File: src/rtl/wave_pkg.sv
// Shared definitions for the waveform loader and the NCO it feeds.
// Holds the loader state encoding and the default strobe/table constants,
// which both blocks must agree on so their strobes and address ranges line up.
package wave_pkg;

    typedef enum logic [1:0] {
        IDLE  = 2'd0,
        PRIME = 2'd1,
        LOAD  = 2'd2,
        DONE  = 2'd3
    } state_e;

    localparam int STROBE_MAX = 520;   // strobe period minus 1
    localparam int TABLE_LEN  = 6000;  // waveform table length in bytes

endpackage

File: src/rtl/strobe_gen.sv
// Free-running strobe generator.
// A counter runs 0..P_STROBE_MAX and ce is high while it sits at
// P_STROBE_MAX, so ce pulses once every P_STROBE_MAX+1 clocks. The loader
// and the NCO both instantiate this block so their strobes match exactly
// after a common reset.
// Ports:
//   clk   - system clock
//   rst_n - asynchronous active-low reset (counter to 0)
//   ce    - one-cycle strobe
import wave_pkg::*;

module strobe_gen #(
    parameter int P_STROBE_MAX = STROBE_MAX
) (
    input  logic clk,
    input  logic rst_n,
    output logic ce
);

    localparam int W = (P_STROBE_MAX < 1) ? 1 : $clog2(P_STROBE_MAX + 1);

    logic [W-1:0] cnt;

    assign ce = (cnt == W'(P_STROBE_MAX));

    always_ff @(posedge clk or negedge rst_n) begin
        if (!rst_n) begin
            cnt <= '0;
        end else if (ce) begin
            cnt <= '0;
        end else begin
            cnt <= cnt + 1'b1;
        end
    end

endmodule

File: src/rtl/wave_loader.sv
// Waveform table loader: moves a byte stream into the NCO table-write port.
// One byte is presented per strobe slot while the NCO address steps by 1;
// the frequency step is held at 0 until the whole table is written, then
// the run-time step is passed through.
//
// Stream handshake: a byte transfers on a rising clock edge where both
// s_valid_i and s_ready_o are high. s_ready_o depends only on registered
// state, never on s_valid_i.
//
// Ports:
//   clk, rst_n   - clock, asynchronous active-low reset
//   start_i      - begin a load (only acted on in IDLE)
//   s_valid_i, s_data_i, s_ready_o - byte stream input
//   run_step_i   - NCO step used once loading is complete
//   we_o, data_o, freq_step_o      - NCO table-write interface
//   busy_o       - loading in progress (PRIME or LOAD)
//   done_o       - one-cycle pulse when the last slot completes
//   underrun_o   - sticky flag: some slot had no fresh byte
//   state_o      - current FSM state, for observation
import wave_pkg::*;

module wave_loader #(
    parameter int P_STROBE_MAX = STROBE_MAX,
    parameter int N_SAMPLES    = TABLE_LEN,
    parameter int CNT_W        = $clog2(N_SAMPLES + 1)
) (
    input  logic       clk,
    input  logic       rst_n,
    input  logic       start_i,
    input  logic       s_valid_i,
    input  logic [7:0] s_data_i,
    output logic       s_ready_o,
    input  logic [7:0] run_step_i,
    output logic       we_o,
    output logic [7:0] data_o,
    output logic [7:0] freq_step_o,
    output logic       busy_o,
    output logic       done_o,
    output logic       underrun_o,
    output state_e     state_o
);

    logic             ce;
    state_e           state;
    state_e           state_nxt;
    logic [7:0]       stage;
    logic             stage_full;
    logic [CNT_W-1:0] slot_cnt;
    logic             last_slot;
    logic             prime_fire;
    logic             slot_end;
    logic             accept;
    logic             drain;

    strobe_gen #(.P_STROBE_MAX(P_STROBE_MAX)) u_strobe (
        .clk   (clk),
        .rst_n (rst_n),
        .ce    (ce)
    );

    assign last_slot   = (slot_cnt == CNT_W'(N_SAMPLES - 1));
    assign busy_o      = (state == PRIME) || (state == LOAD);
    assign s_ready_o   = busy_o && !stage_full;
    assign accept      = s_valid_i && s_ready_o;
    // Stage empties at the first slot and at every later slot boundary that
    // has a byte waiting; the final boundary ends the load instead.
    assign drain       = prime_fire || (slot_end && !last_slot && stage_full);
    // Step stays 0 until loaded: the NCO address is then driven only by we_o.
    assign freq_step_o = (state == DONE) ? run_step_i : 8'h00;
    assign state_o     = state;

    always_ff @(posedge clk or negedge rst_n) begin
        if (!rst_n) begin
            state <= IDLE;
        end else begin
            state <= state_nxt;
        end
    end

    always_comb begin
        state_nxt  = state;
        prime_fire = 1'b0;
        slot_end   = 1'b0;
        case (state)
            IDLE: begin
                if (start_i) state_nxt = PRIME;
            end
            PRIME: begin
                // A strobe with nothing staged is skipped, not consumed.
                if (ce && stage_full) begin
                    prime_fire = 1'b1;
                    state_nxt  = LOAD;
                end
            end
            LOAD: begin
                if (ce) begin
                    slot_end = 1'b1;
                    if (last_slot) state_nxt = DONE;
                end
            end
            DONE: begin
                state_nxt = DONE;
            end
            default: state_nxt = IDLE;
        endcase
    end

    always_ff @(posedge clk or negedge rst_n) begin
        if (!rst_n) begin
            stage      <= 8'h00;
            stage_full <= 1'b0;
            slot_cnt   <= '0;
            we_o       <= 1'b0;
            data_o     <= 8'h00;
            done_o     <= 1'b0;
            underrun_o <= 1'b0;
        end else begin
            done_o <= slot_end && last_slot;

            // Ready is low while full, so accept and drain never coincide.
            if (drain) begin
                data_o     <= stage;
                stage_full <= 1'b0;
            end else if (accept) begin
                stage      <= s_data_i;
                stage_full <= 1'b1;
            end

            if (prime_fire) begin
                we_o     <= 1'b1;
                slot_cnt <= '0;
            end

            if (slot_end) begin
                if (last_slot) begin
                    we_o <= 1'b0;
                end else begin
                    slot_cnt <= slot_cnt + 1'b1;
                    // Slot still advances; data_o repeats the previous byte.
                    if (!stage_full) underrun_o <= 1'b1;
                end
            end
        end
    end

endmodule

File: config.mk
export PLATFORM = sky130hd
export DESIGN_NAME = wave_loader
export DESIGN_NICKNAME = d
export VERILOG_FILES = /design/src/rtl/wave_pkg.sv /design/src/rtl/strobe_gen.sv /design/src/rtl/wave_loader.sv
export SDC_FILE = /design/constraint.sdc
export NUM_CORES = 1
export LEC_CHECK = 0
export CORE_ASPECT_RATIO = 1.4
export CORE_MARGIN = 3
export CORE_UTILIZATION = 35
export CTS_BUF_LIST = sky130_fd_sc_hd__clkbuf_8
export DETAILED_ROUTE_END_ITERATION = 8
export SYNTH_ARGS = -nofsm -noshare
export SYNTH_HDL_FRONTEND = slang
export SYNTH_SLANG_ARGS = --single-unit
File: constraint.sdc
create_clock -name clk -period 4.47 [get_ports clk]
set_clock_uncertainty 0.2 [all_clocks]
set_input_delay 0.447 -clock clk [delete_from_list [all_inputs] [get_ports clk]]
set_output_delay 0.447 -clock clk [all_outputs]
set_load 0.03 [all_outputs]
Word level (Yosys, flattened, before mapping) --
Index checks and enable logic that the tools add are counted.
Cells by class: multiplexer cells 19, $add $sub $neg 2, reduce and logical (&&, ||, !) cells 15, bitwise logic cells 3, equal/unequal tests 9
Operators by type and width (count):
- two-way mux 13 bit | 3
- adder 13 x 1 -> 13 bit, second input constant | 1
- equality test 13 bit, second input constant | 1
- adder 10 x 1 -> 10 bit, second input constant | 1
- equality test 10 bit, second input constant | 1
- two-way mux 10 bit | 1
- two-way mux 1 bit | 9
- two-way mux 2 bit | 4
- two-way mux 8 bit | 1
- one-hot mux 2 bit (4 select lines) | 1
- logical AND 1 bit | 6
- != test 2 bit, second input constant | 3
- equality test 2 bit, second input constant | 2
- AND reduction 4 bit | 1
- inverter 1 bit | 3
- AND reduction 3 bit | 1
- equality test 2 x 1 -> 1 bit, second input constant | 1
- logical NOT 1 bit | 2
- logical NOT 2 bit | 1
- logical OR 1 bit | 2
- != test 2 x 1 -> 1 bit, second input constant | 1
- AND reduction 2 bit | 1
- nonzero test 2 bit | 1
Word-level totals: output and inout port bits 23, bits in registers 45, logic and storage cells 57

Logic depth before layout (Yosys ltp) --
word-level depth 8, depth in mapped cells 10, gate-level depth less buffers 7

Hierarchy --
Synthesis repeated with hierarchy kept, for this count alone.
Second synthesis, totals: cell total of the unflattened synthesis 200, area total of the unflattened synthesis 2244.7 µm²
By module, submodules not included:
- wave_loader | seq. area each 875.8 µm², area an instance 1769.2 µm², cells each 156, instances 1
- strobe_gen | seq. area each 250.2 µm², area an instance 475.5 µm², cells each 44, instances 1

Worst setup path after synthesis --
No wires, ideal clock.
path kind flip-flop to flip-flop, from register state[0] (netlist: state_o[0]), to register stage[0], arrival time 2.369 ns, library setup time 0.125 ns, path slack 1.776 ns, clock period less this slack 2.694 ns, stages on the path, launching flop included 6, path through dfrtp_1 -> inv_1 -> ha_1 -> nor2b_1 -> nand2_1 -> mux2_2
Between the ends: elaborated cells between the ends (all ways) 12, classes of those cells eq/ne: 2; mux: 2; bitwise: 1; reduce/logical: 7
RTL lines:
- start, declared | line wave_loader.sv:44 | state_e state;
- start signal, assigned | line wave_loader.sv:76 | state <= state_nxt;
- equality test 2 x 1 -> 1 bit or equality test 2 bit (tied branches) | line wave_loader.sv:62 | assign busy_o = (state == PRIME) || (state == LOAD);
- logical OR 1 bit * | line wave_loader.sv:62
- named net busy_o | line wave_loader.sv:37 | output logic busy_o,
- logical AND 1 bit * | line wave_loader.sv:63 | assign s_ready_o = busy_o && !stage_full;
- named net s_ready_o | line wave_loader.sv:32 | output logic s_ready_o,
- logical AND 1 bit * | line wave_loader.sv:64 | assign accept = s_valid_i && s_ready_o;
- AND reduction 2 bit (no line) *
- end signal, assigned | line wave_loader.sv:125 | stage <= s_data_i;
- end, declared | line wave_loader.sv:46 | logic [7:0] stage;
Mark *: on every way through the listed nets, which the timed path passes. The rest lies on a longest branch. A chain may end at the register's enable or synchronous reset.

Worst setup path in the final report --
from register state[0] (netlist: state_o[0]), to output port s_ready_o
Between the ends: cells in the longest elaborated chain, start to end 3, elaborated cells between the ends (all ways) 4, classes of those cells eq/ne: 2; reduce/logical: 2
RTL lines (line):
- equality test 2 x 1 -> 1 bit or equality test 2 bit (tied branches) | wave_loader.sv:62
- logical OR 1 bit * | wave_loader.sv:62
- logical AND 1 bit * | wave_loader.sv:63
- end, declared | wave_loader.sv:32
Every way passes the cells marked *; elsewhere a longest branch is shown, timed or not.

==> results.md <==
- Status: finished, final reports clean
- Starting density of the core: 0.371
- RePlAce Congestion: 0.743
- Hold Vio Cnt, Final: 0
- Synth async-reset ratio: 1.00
- Synth Register Bits: 45
- Post-route ant nets: 0
- Max Cap Viol: 0
- Worst reg2reg startpoint: u_strobe.cnt[0]
- Post-CTS Resized: 0
- Synthesized Nets: 231
- Number of port buffers: 42
- Crit-path slowest cell: clkdlybuf4s50_1
- Depth of the CTS H-tree: 2
- Vias in the first global route: 1639
- Antenna cells: 0
- CTS sink cnt: 45
- CP Cell Sequence: inv_1 -> ha_1 -> nor2b_1 -> clkdlybuf4s50_1
- Top Family by Delay on Critical Path: buffers and inverters
- Arrival @ worst endpoint: 2110 ps
- Share of the synthesized area in the top cell type: 0.507
- Setup ws final: 1710 ps
- Critical path class: reg -> out
- Final HPWL DP: 3.21 mm
- Worst Path Buf+Inv: 2
- Synth Cell Area: 2220 um2
- Synth-to-Final Area Change: 26.3%
- Clk pin slew, worst setup/hold paths: 90 ps
- Worst slew margin: 0.313
- Post-synth EDFFs: 0
- Clk_lat worst skew: 300 ps
- Post-layout min period: 2760 ps
- Setup Total Neg Slack: 0 ps
- Fmax: 362 MHz
- HP Class: in -> async
- Pin count of the biggest net entering global routing: 46
- Pwr Density: 270 nW/um2
- Final worst path period share: 0.618
- Total Routing Usage GR: 0.133
- RSZ-0062 raised after global routing: no
- WL final: 4.37 mm
- Leakage power: 1.32 nW
- Worst endpoint required time: 3820 ps
- Die X-Extent: 73.3 um
- CTS buffer count: 5
- Crit path launch type: register
- Top post-synthesis cells by area: dfrtp_1 51%, mux2_2 8.1%, ha_1 5.1%, nand3_1 5.0%, and2_1 3.7%
- Yosys top cell by area: dfrtp_1
- DRC: 0
- Die Y: 100 um
- Area of the multi-input gates: 1030 um2
- Remaining Overflow, GRT: 0
- Fill cells: 548
- Commonest cells in the netlist: 45 x dfrtp_1, 22 x nand3_1, 17 x nand2_1
- Max incr delay on CP: 710 ps
- Setup violators final: 0
- Total die area: 7350 um2
- Via count: 1582
- Post-synthesis sequential area ratio: 0.507
- Final net count: 275
- Pre-CTS setup slack: 2030 ps
- Max VDD drop: 0.000207 V
- Count leader, synth: dfrtp_1
- Most used DFF post-synth: dfrtp_1
- CTS Hold Bufs: 0
- Crit-path max FO: 5
- Setup crit end kind: output port
- YS warnings: 0
- Layout cell share with drive strength beyond 1: 0.154
- Origin of the worst setup path: state_o[0]
- Io pins: 43
- Core area: 5990 um2
- First-pass detailed-route iteration total: 4
- Post-CTS Repair Setup Buffers: 0
- CTS tree: built
- Synth Instances: 202
- Number of library cell types mapped by synthesis: 37
- Worst Max-Slew Pin Slew: 1030 ps
- # rows: 33
- Global-route wire length before repair: 7.73 mm
- Syn avg cell area: 11.0 um2
- DR vias/cell: 4.99
- CTS max path bufs: 2
- Slew Limit Fails: 0
- Initial DRC count: 63
- Root Buffer: clkbuf_8
- Initial antenna violation count: 0
- Detailed-route wire length per cell: 13.8 um
- Reg area: 1130 um2
## final cells by class
| class | count | area share |
|---|---|---|
| clock buffers | 5 | 0.0245 |
| repair buffers | 42 | 0.148 |
| inverters | 8 | 0.0107 |
| well taps | 70 | 0.0312 |
| clock inverters | 3 | 0.0165 |
| flip-flops and latches | 45 | 0.402 |
| multi-input cells | 144 | 0.367 |
## registers in the layout, summed over array words and instances, names as in the netlist
signal / count
stage: 8
state_o: 2
data_o: 8
done_o: 1
stage_full: 1
underrun_o: 1
u_strobe.cnt: 10
slot_cnt: 13
we_o: 1
## cell families (layout without fill, tap and decap cells)
group,after synthesis,after routing,synth area share
buffers and inverters,13,58,0.0287
muxes,18,18,0.0902
xor gates and xnor gates,8,8,0.0316
DFF,45,45,0.507
adders and majority gates,9,9,0.0507
AOI/OAI and AO/OA,16,16,0.0451
and+or+nand+nor,93,93,0.246
## metal layers
layer	share of wire	vias up	GRT usage
met5	0	-	0
met4	0.011	0	0.0418
met3	0.025	4	0.0291
met2	0.56	17	0.242
met1	0.40	768	0.152
li1	-	793	-
## path summary, 6_finish.rpt
kind                          endpoint  slack (ps)  cells after the start
setup / recovery             s_ready_o        1710                      4
hold / removal               data_o[4]         130                      1
setup reg to reg           slot_cnt[7]        2040                      6
hold reg to reg             underrun_o         270                      1
max in group asynchronous  slot_cnt[0]        3310                      1
min in group clk            underrun_o         270                      1
## where the power goes
part,internal [W],switching (W),leakage [nW],total [W]
Clock,0.000167,0.000141,0.0543,0.000308
Combinational,0.0000218,0.0000194,0.671,0.0000412
Sequential,0.000407,0,0.599,0.000407
Total,0.000596,0.000161,1.32,0.000756
## through the flow
step	hold WS (ps)	utilization	std cells	power, W	area (um2)
4_1_cts	156	0.468	317	0.000772	2800
5_1_grt	198	0.468	317	0.000790	2800
6_report	130	0.468	317	0.000756	2800
2_1_floorplan	-48.6	-	202	0.000426	2220
3_3_place_gp	239	0.449	309	0.000457	2690
3_5_place_dp	249	0.449	309	0.000457	2690
## cells in the final DEF, fill, tap and decap left out, drive strengths merged, types with 7 or more instances in the layout
cell           synthesis  final
dfrtp                 45     45
clkdlybuf4s50          0     41
nand3                 23     23
nand2                 17     17
mux2                  16     16
and2                  13     13
ha                     9      9
inv                    8      8
nor2                   7      7
or3                    7      7
(Power assumes the default switching activity.)
